`config.mk`:
```
export PLATFORM = sky130hd
export DESIGN_NAME = food_placer
export DESIGN_NICKNAME = d
export VERILOG_FILES = /design/src/rtl/food_placer.sv
export SDC_FILE = /design/constraint.sdc
export NUM_CORES = 1
export LEC_CHECK = 0
export ABC_CLOCK_PERIOD_IN_PS = 3700
export BUFFER_PORTS_ARGS = -buffer_cell sky130_fd_sc_hd__clkbuf_2
export CAP_MARGIN = 15
export CORE_AREA = 2 2 66 68
export DETAILED_ROUTE_END_ITERATION = 10
export DIE_AREA = 0 0 68 70
export GPL_ROUTABILITY_DRIVEN = 0
export PLACE_DENSITY_LB_ADDON = 0.25
export SLEW_MARGIN = 20
export SYNTH_ARGS = -nofsm -noshare
export SYNTH_HDL_FRONTEND = slang
export SYNTH_SLANG_ARGS = --single-unit
export TNS_END_PERCENT = 10
```
`constraint.sdc`:
```
create_clock -name clk -period 3.7 [get_ports clk]
set_input_delay 0.185 -clock clk [delete_from_list [all_inputs] [get_ports clk]]
set_output_delay 0.185 -clock clk [all_outputs]
set_load 0.05 [all_outputs]
```
`src/rtl/food_placer.sv`:
```
// Food placement controller: draws random candidate cells, asks the snake-body
// responder whether each is occupied, and commits the first free one.
module food_placer #(
    parameter int GRID_W    = 64,
    parameter int GRID_H    = 48,
    parameter int MAX_TRIES = 16
) (
    input  logic       clk,
    input  logic       rst_n,
    input  logic       place_req,
    input  logic [9:0] rand_x,
    input  logic [9:0] rand_y,
    output logic [5:0] query_x,
    output logic [5:0] query_y,
    output logic       query_valid,
    input  logic       query_occupied,
    output logic [5:0] food_x,
    output logic [5:0] food_y,
    output logic       food_valid,
    output logic       busy,
    output logic       done,
    output logic       fail
);

    // state  | meaning
    // IDLE   | waiting for place_req
    // SAMPLE | latch reduced random candidate into query_x/query_y
    // QUERY  | query_valid strobe to the occupancy responder
    // WAIT   | responder answer sampled; commit, retry or give up
    typedef enum logic [1:0] {
        IDLE   = 2'd0,
        SAMPLE = 2'd1,
        QUERY  = 2'd2,
        WAIT   = 2'd3
    } state_t;

    localparam logic [6:0] GW  = 7'(GRID_W);
    localparam logic [6:0] GH  = 7'(GRID_H);
    localparam logic [7:0] MAX = 8'(MAX_TRIES);

    state_t     state, state_nxt;
    logic [7:0] try_cnt;
    logic [7:0] try_nxt;
    logic [6:0] raw_x, raw_y;
    logic [6:0] diff_x, diff_y;
    logic [5:0] red_x, red_y;
    logic       unused_rand;

    assign unused_rand = ^{rand_x[9:6], rand_y[9:6]};

    // GRID >= 33 means one subtraction always lands a 6-bit value in range
    assign raw_x  = {1'b0, rand_x[5:0]};
    assign raw_y  = {1'b0, rand_y[5:0]};
    assign diff_x = raw_x - GW;
    assign diff_y = raw_y - GH;
    assign red_x  = (raw_x >= GW) ? diff_x[5:0] : rand_x[5:0];
    assign red_y  = (raw_y >= GH) ? diff_y[5:0] : rand_y[5:0];

    assign try_nxt     = try_cnt + 8'd1;
    assign busy        = (state != IDLE);
    assign query_valid = (state == QUERY);

    always_comb begin
        state_nxt = state;
        case (state)
            IDLE:    if (place_req) state_nxt = SAMPLE;
            SAMPLE:  state_nxt = QUERY;
            QUERY:   state_nxt = WAIT;
            WAIT: begin
                if (!query_occupied || try_nxt == MAX) state_nxt = IDLE;
                else                                   state_nxt = SAMPLE;
            end
            default: state_nxt = IDLE;
        endcase
    end

    always_ff @(posedge clk or negedge rst_n) begin
        if (!rst_n) begin
            state      <= IDLE;
            try_cnt    <= 8'd0;
            query_x    <= 6'd0;
            query_y    <= 6'd0;
            food_x     <= 6'd0;
            food_y     <= 6'd0;
            food_valid <= 1'b0;
            done       <= 1'b0;
            fail       <= 1'b0;
        end else begin
            state <= state_nxt;
            done  <= 1'b0;
            fail  <= 1'b0;
            case (state)
                IDLE: begin
                    if (place_req) begin
                        food_valid <= 1'b0;
                        try_cnt    <= 8'd0;
                    end
                end
                SAMPLE: begin
                    query_x <= red_x;
                    query_y <= red_y;
                end
                WAIT: begin
                    try_cnt <= try_nxt;
                    if (!query_occupied) begin
                        food_x     <= query_x;
                        food_y     <= query_y;
                        food_valid <= 1'b1;
                        done       <= 1'b1;
                    end else if (try_nxt == MAX) begin
                        fail <= 1'b1;
                    end
                end
                default: ;
            endcase
        end
    end

endmodule
```
; Word level (Yosys, flattened, before mapping)
; Index checks and enable logic that the tools add are counted.
[op_classes]
add_sub_neg = 3
n_mul = 0
div = 0
order_cmp = 2
n_eq_ne = 6
shift = 0
mux = 15
n_bitwise = 1
n_reduce_logical = 8
[ops]
columns = op, count
row1 = $pmux W8 S2, 1
row2 = $mux W6, 2
row3 = $add A8 B1 Y8 const B, 1
row4 = $eq A8 B5 Y1 const B, 1
row5 = $mux W1, 8
row6 = $mux W8, 1
row7 = $pmux W2 S4, 1
row8 = $ge A6 B7 Y1 const B, 1
row9 = $ge A6 B6 Y1 const B, 1
row10 = $sub A6 B1 Y6 const B, 1
row11 = $sub A6 B6 Y6 const B, 1
row12 = $eq A2 B2 Y1 const B, 2
row13 = $ne A2 B2 Y1 const B, 2
row14 = $reduce_and A2 Y1, 2
row15 = $reduce_bool A2 Y1, 2
row16 = $reduce_and A3 Y1, 1
row17 = $eq A2 B1 Y1 const B, 1
row18 = $logic_not A2 Y1, 1
row19 = $mux W2, 1
row20 = $pmux W1 S2, 1
row21 = $logic_not A1 Y1, 1
row22 = $logic_or A1 B1 Y1, 1
row23 = $not A1 Y1, 1
[totals]
register_bits = 37
latch_bits = 0
mem_bits_rw = 0
mem_bits_ro = 0
input_bits = 24
out_inout_bits = 29
word_cells = 44
mem_count = 0

; Depth between registers and ports, before layout
; Gate-level depths: netlist of the first run.
[logic_depth]
depth_word = 5
depth_mapped = 6
mapped_depth_nobuf = 6

; Least setup slack after synthesis of the first run
; OpenSTA, ideal clock, no wires.
[synth_path]
path_type = reg-to-reg
startpoint = reg state[0]
endpoint = reg try_cnt[2]
setup_time_ns = 0.131
t_arrival_ns = 1.526
required_ns = 3.569
setup_slack_ns = 2.043
path_stages_with_launch = 7
n_path_buf = 0
cell_sequence = dfrtp_1 > inv_1 > ha_1 > inv_2 > or3_1 > o311ai_0 > nor2_1
[synth_between]
elab_chain_cells = 3
[synth_lines]
columns = element, line
row1 = start: declaration, 41  ; state_t state, state_nxt;
row2 = start signal: assignment, 89  ; state <= state_nxt;
row3 = $eq A2 B2 Y1 / $logic_not A2 Y1 (equally long branches), 92  ; case (state)
row4 = $reduce_bool A2 Y1 (no source line) / $ne A2 B2 Y1 (equally long branches), n/a
row5 = $reduce_and A2 Y1 (no source line), n/a
row6 = end signal: assignment, 104  ; try_cnt <= try_nxt;
row7 = end: declaration, 42  ; logic [7:0] try_cnt;
; Parallel ways exist; a longest one is shown, timed or not.
; A chain may end at the register's enable or synchronous reset.

; Worst setup path in the final report of the first run
[layout_path]
startpoint = reg state[1]
endpoint = reg try_cnt[6]
; Same word-level chain as after synthesis.

==> impl_metrics.tcl, run 1 <==
set metrics [dict create \
    io_pins 53 \
    grt_usage_pct 16.3 \
    synth_ff_type "dfrtp_1" \
    start_kind "register" \
    worst-slew-pin-transition_ns 0.902 \
    drt_wl_total_um 3420 \
    gr-usage-met2_pct 24.7 \
    syn_area_per_cell_um2 10.3 \
    die_w_um 68 \
    path_cells "inv_1, ha_1, nor2b_1, nor2_1, mux2_1, a22o_1" \
    crit_type "reg -> reg" \
    postRouteAntennaNets 0 \
    synthDistinctLibCells 33 \
    clock_skew_ns 0.00529 \
    synth_xor_area_share_pct 0.503 \
    finalSetupViolCount 0 \
    fillers 399 \
    grt_pass1_vias 1299 \
    ys_seq_elements 37 \
    required_ns 3.88 \
    maxSlewHeadroom_pct 39.8 \
    worst-path-max-fanout 7 \
    clkLatencyLatePin_ns 0.29 \
    antenna_cells 0 \
    coreArea_mm2 0.00414 \
    cts_num_sinks 37 \
    rsz0062_at_grt "no" \
    muxShareOfSynthArea_pct 8.84 \
    cap_violations 0 \
    overflow 0 \
    hold_class "in -> async" \
    start_util_pct 42.0 \
    synth_edf_count 0 \
    grt_pass1_wl_um 5900 \
    hold_slack_ns 0.0127 \
    yosysTopAreaCell "dfrtp_1" \
    final_cell_mix "44 x clkbuf_2, 37 x dfrtp_1, 36 x nand2_1, 11 x o21ai_0, 10 x mux2_2" \
    end_kind "register" \
    synthSimpleGateAreaFrac_pct 19.2 \
    fin_util_pct 50.7 \
    wire_per_inst_um 12.9 \
    reg2reg_to "try_cnt[6]$_DFFE_PN0P_" \
    drv_slew 0 \
    reg2reg_slack_ns 1.79 \
    dp_hpwl_um 2410 \
    drc 0 \
    fin_area_mm2 0.00210 \
    cts_buffers 5 \
    cts_setup_buffers 0 \
    rr_startpoint "state[1]$_DFFE_PN0P_" \
    synth_top_area_share_pct 53.2 \
    viasPerCell 5.13 \
    firstDrtPassIters 4 \
    final_common_cell "clkbuf_2" \
    status "finished clean" \
    io_buffers 44 \
    grt-busiest-layer "met2" \
    clockRootBuffer "clkbuf_8" \
    die_y_um 70 \
    cts_tree "done" \
    r2r_cells 6 \
    use_met3_pct 4.99 \
    slowest_delay_ns 0.42 \
    synth_compound_area_share_pct 9.99 \
    dp.cells 257 \
    hold_violations 0 \
    p_per_area_mw_per_mm2 1040 \
    crit_arrival_ns 2.09 \
    fin_crit_sh_pct 51.7 \
    cp-startpoint "state[1]$_DFFE_PN0P_" \
    synth_area_mm2 0.00174 \
    synth_top_family_by_area "simple AND/OR/NAND/NOR gates" \
    syn_to_final_growth_pct 20.8 \
    cp_slowest_cell "dfrtp_1" \
    max_freq_mhz 523 \
    cts_resized 0 \
    yosys_warnings 0 \
    antenna_found_initial 0 \
    drive_gt1_share_pct 32.4 \
    die-area_mm2 0.00476 \
    totalPowerFinal_mw 2.19 \
    dpl_cell_area_mm2 0.00199 \
    vias 1360 \
    async_flop_share_pct 100 \
    dp_slack_ns 1.77 \
    synthAdderAreaFrac_pct 4.31 \
    cts_htree_levels 2 \
    drt_iter0_markers 53 \
    stdcell_count 265 \
    clkTransAtPathRegs_ns 0.08 \
    clock_path_buffers 2 \
    synth_nets 199 \
    holdBufCountCts 0 \
    rows 24 \
    peakVddDrop_mv 0.606 \
    setup_tns_ns 0 \
    setup_ws_ns 1.79 \
    nNetsFinal 242 \
    grt_max_degree 38 \
    yosys-top-cells-area "dfrtp_1 53%, nand2_1 7.8%, mux2_2 6.5%" \
    grtUsageMet1_pct 22.0 \
    yosysSeqAreaShare_pct 53.2 \
    leakage_nw 1.05 \
    netlist_instances 169 \
    fin_crit_ns 1.91 \
]
[cell type report]
cell class              count  area (um^2)  area share (%)
flip-flops and latches     37          926            44.0
multi-input cells         117          746            35.5
repair buffers             45          228            10.8
clock buffers               5         68.8            3.27
well taps                  52         65.1            3.10
clock inverters             3         46.3            2.20
inverters                   6         22.5            1.07
[critical path: cells and delay by family, from the launching register on]
| family | cells | cell delay [ns] |
|---|---|---|
| fa+ha+maj | 1 | 0.33 |
| mux | 1 | 0.29 |
| compound gates | 1 | 0.18 |
| simple gates | 2 | 0.45 |
| flops | 1 | 0.42 |
| buf+inv | 1 | 0.14 |
[metal layers]
layer  vias up  part of all wire (%)
met3         6                   4.5
met5         -                     0
li1        672                     -
met1       655                    47
met2        27                    47
met4         0                   1.3
[report_power, final]
| part | total (mW) | internal, mW | leakage, nW | switching, mW |
|---|---|---|---|---|
| sequential | 0.689 | 0.571 | 0.466 | 0.119 |
| clock | 0.353 | 0.202 | 0.0543 | 0.152 |
| combinational | 1.15 | 0.317 | 0.532 | 0.831 |
| total | 2.19 | 1.09 | 1.05 | 1.10 |
[Yosys cell counts, types with 4 or more instances]
cell type,n
ha_1,6
nand3_1,6
o21ai_0,11
o311ai_0,4
nand4_1,4
nor2_1,6
nand2_1,36
mux2_2,10
buf_2,4
dfrtp_1,37
inv_1,5
a21oi_1,6
[state kept, by name, indices dropped and copies added, names as in the netlist]
| name | cells |
|---|---|
| done | 1 |
| fail | 1 |
| food_valid | 1 |
| food_x | 6 |
| food_y | 6 |
| query_x | 6 |
| query_y | 6 |
| state | 2 |
| try_cnt | 8 |
[worst max-delay path by stage]
stage	end	slack (ns)	cells after the start
floorplan	try_cnt[2]$_DFFE_PN0P_	2.04	6
global placement	try_cnt[6]$_DFFE_PN0P_	1.84	6
detailed placement	food_valid$_DFFE_PN0P_	1.77	6
CTS	food_valid$_DFFE_PN0P_	1.74	6
global route	food_valid$_DFFE_PN0P_	1.61	6
finish	try_cnt[6]$_DFFE_PN0P_	1.79	6
[cells by family (layout without fill, tap and decap cells)]
group / count (synthesis) / count (layout)
AND/OR/NAND/NOR: 69 / 69
buffers and inverters: 15 / 59
flip-flops: 37 / 37
adder cells (fa/ha/maj): 6 / 6
XOR/XNOR: 1 / 1
multiplexers: 14 / 14
AO/OA/AOI/OAI: 27 / 27
No activity file was read; power rests on OpenSTA's default activity.
==> run 2: changes to the inputs <==
Settings changed: ABC_CLOCK_PERIOD_IN_PS 3700 to 2009.
Clock period 3.7 ns to 2.01 ns, I/O delays scaled along.
==> run 2 against run 1 <==
  * Maximum frequency increased by 5.2%
  * Via count down 1.0%
  * Die area is the same
  * Clock power up 82%
  * Cell count rose by 1.5%
  * Utilization is 0.79 points higher
  * Sequential share of layout area fell by 0.67 points
  * Critical path depth is the same
  * Non-clock buffer count is 4 higher
  * Clock-buffer cell count unchanged
  * Register-to-register slack got worse by 1.6 ns
  * Largest cell class unchanged
  * Largest power group unchanged
==> impl_metrics.tcl, run 2 (synthesis gave the netlist of run 1 again) <==
set metrics [dict create \
    status "finished clean" \
    p_per_area_mw_per_mm2 1900 \
    r2r_cells 6 \
    final_common_cell "clkbuf_2" \
    p_sw_mw 2.03 \
    start_util_pct 42.0 \
    path_cells "inv_1, ha_1, nor2b_1, nor2_1, mux2_1, a22o_1" \
    die-area_mm2 0.00476 \
    end_kind "register" \
    grt_pass1_vias 1352 \
    maxSlewHeadroom_pct 68.6 \
    cp_slowest_cell "dfrtp_1" \
    clock_path_buffers 2 \
    viasPerCell 5.00 \
    syn_to_final_growth_pct 22.6 \
    slowest_delay_ns 0.41 \
    crit_cells 6 \
    hold_slack_ns 0.0422 \
    leakage_nw 1.07 \
    finalSetupViolCount 0 \
    antenna_found_initial 0 \
    fin_util_pct 51.5 \
    seqPwrFrac_pct 31.3 \
    dp.cells 260 \
    p_clk_share_pct 15.9 \
    die_y_um 70 \
    rsz0062_at_grt "no" \
    final_cell_mix "44 x clkbuf_2, 37 x dfrtp_1, 36 x nand2_1, 11 x o21ai_0, 10 x mux2_2" \
    drt_wl_total_um 3420 \
    io_pins 53 \
    drv_slew 0 \
    stdcell_count 269 \
    grt_max_degree 38 \
    fin_crit_ns 1.82 \
    grt_pass1_wl_um 6020 \
    peakVddDrop_mv 1.04 \
    die_w_um 68 \
    power_frac_comb_pct 52.8 \
    postRouteAntennaNets 0 \
    hold_class "in -> reg" \
    cts_tree "done" \
    fin_crit_sh_pct 90.5 \
    drc 0 \
    antenna_cells 0 \
    start_kind "register" \
    cts_htree_levels 2 \
    clkTransAtPathRegs_ns 0.08 \
    overflow 0 \
    holdPathStages 2 \
    crit_buf_inv 1 \
    holdBufCountCts 1 \
    dp_hpwl_um 2470 \
    grt_usage_pct 16.5 \
    cap_violations 0 \
    cts_setup_buffers 0 \
    crit_arrival_ns 2.00 \
    switching_share_pct 49.9 \
    internal-power_mw 2.03 \
    drive_gt1_share_pct 33.2 \
    max_freq_mhz 550 \
    cts_buffers 5 \
    worst-slew-pin-transition_ns 0.471 \
    setup_tns_ns 0 \
    cts_num_sinks 37 \
    io_buffers 44 \
    vias 1346 \
    largest_reg_flops 8 \
    required_ns 2.19 \
    nNetsFinal 246 \
    firstDrtPassIters 4 \
    critical_path.top_delay_family "simple AND/OR/NAND/NOR gates" \
    drt_iter0_markers 44 \
    worst-path-max-fanout 7 \
    clock_skew_ns 0.00629 \
    hold_violations 0 \
    coreArea_mm2 0.00414 \
    wire_per_inst_um 12.7 \
    cts_resized 0 \
    rows 24 \
    largest_register "try_cnt" \
    clockRootBuffer "clkbuf_8" \
    clkLatencyLatePin_ns 0.29 \
    crit_type "reg -> reg" \
]
-- run 2: power by group through the flow --
stage | registers (mW) | clock network (mW) | logic, mW
after CTS | 1.27 | 0.661 | 2.17
after global routing | 1.32 | 0.689 | 2.33
final | 1.27 | 0.644 | 2.14
after detailed placement | 1.28 | 0 | 2.17
after global placement | 1.28 | 0 | 2.14
after floorplan | 2.09 | 0 | 0.845
-- run 2: per-stage QoR --
step                      power (mW)  instance area [um^2]  worst slack [ns]
final                           4.06                  2130             0.192
after global routing            4.34                  2130            0.0457
after global placement          3.42                  2010             0.210
after floorplan                 2.94                  1740             0.353
after detailed placement        3.45                  2010             0.182
after CTS                       4.11                  2130             0.166
-- run 2: layout make-up --
class                      count  area [um^2]
clock inverter                 3         46.3
timing repair buffer          49          260
inverter                       6         22.5
clock buffer                   5         68.8
fill                         404         2010
multi-input combinational    117          746
tap                           52         65.1
sequential                    37          926
-- run 2: worst paths after layout --
kind	startpoint	endpoint	slack [ns]
setup / recovery	state[0]$_DFFE_PN0P_	try_cnt[6]$_DFFE_PN0P_	0.19
hold / removal	rand_y[3]	query_y[3]$_DFFE_PN0N_	0.04
setup reg to reg	state[0]$_DFFE_PN0P_	try_cnt[6]$_DFFE_PN0P_	0.19
hold reg to reg	food_y[5]$_DFFE_PN0P_	food_y[5]$_DFFE_PN0P_	0.48
max in group asynchronous	rst_n	food_y[5]$_DFFE_PN0P_	1.30
min in group asynchronous	rst_n	try_cnt[6]$_DFFE_PN0P_	0.39
-- run 2: worst register-to-register path: stages (launching register included) --
cell	delay (ns)
dfrtp_1	0.41
inv_1	0.14
ha_1	0.29
nor2b_1	0.34
nor2_1	0.07
mux2_1	0.29
a22o_1	0.18
-- run 2: layer usage --
metal	part of all wire, %	wire length, um	track usage (%)
met1	46	1560	21.8
met2	49	1660	26.1
met3	4.6	158	4.03
met4	1.2	42	6.00
met5	0	0	0
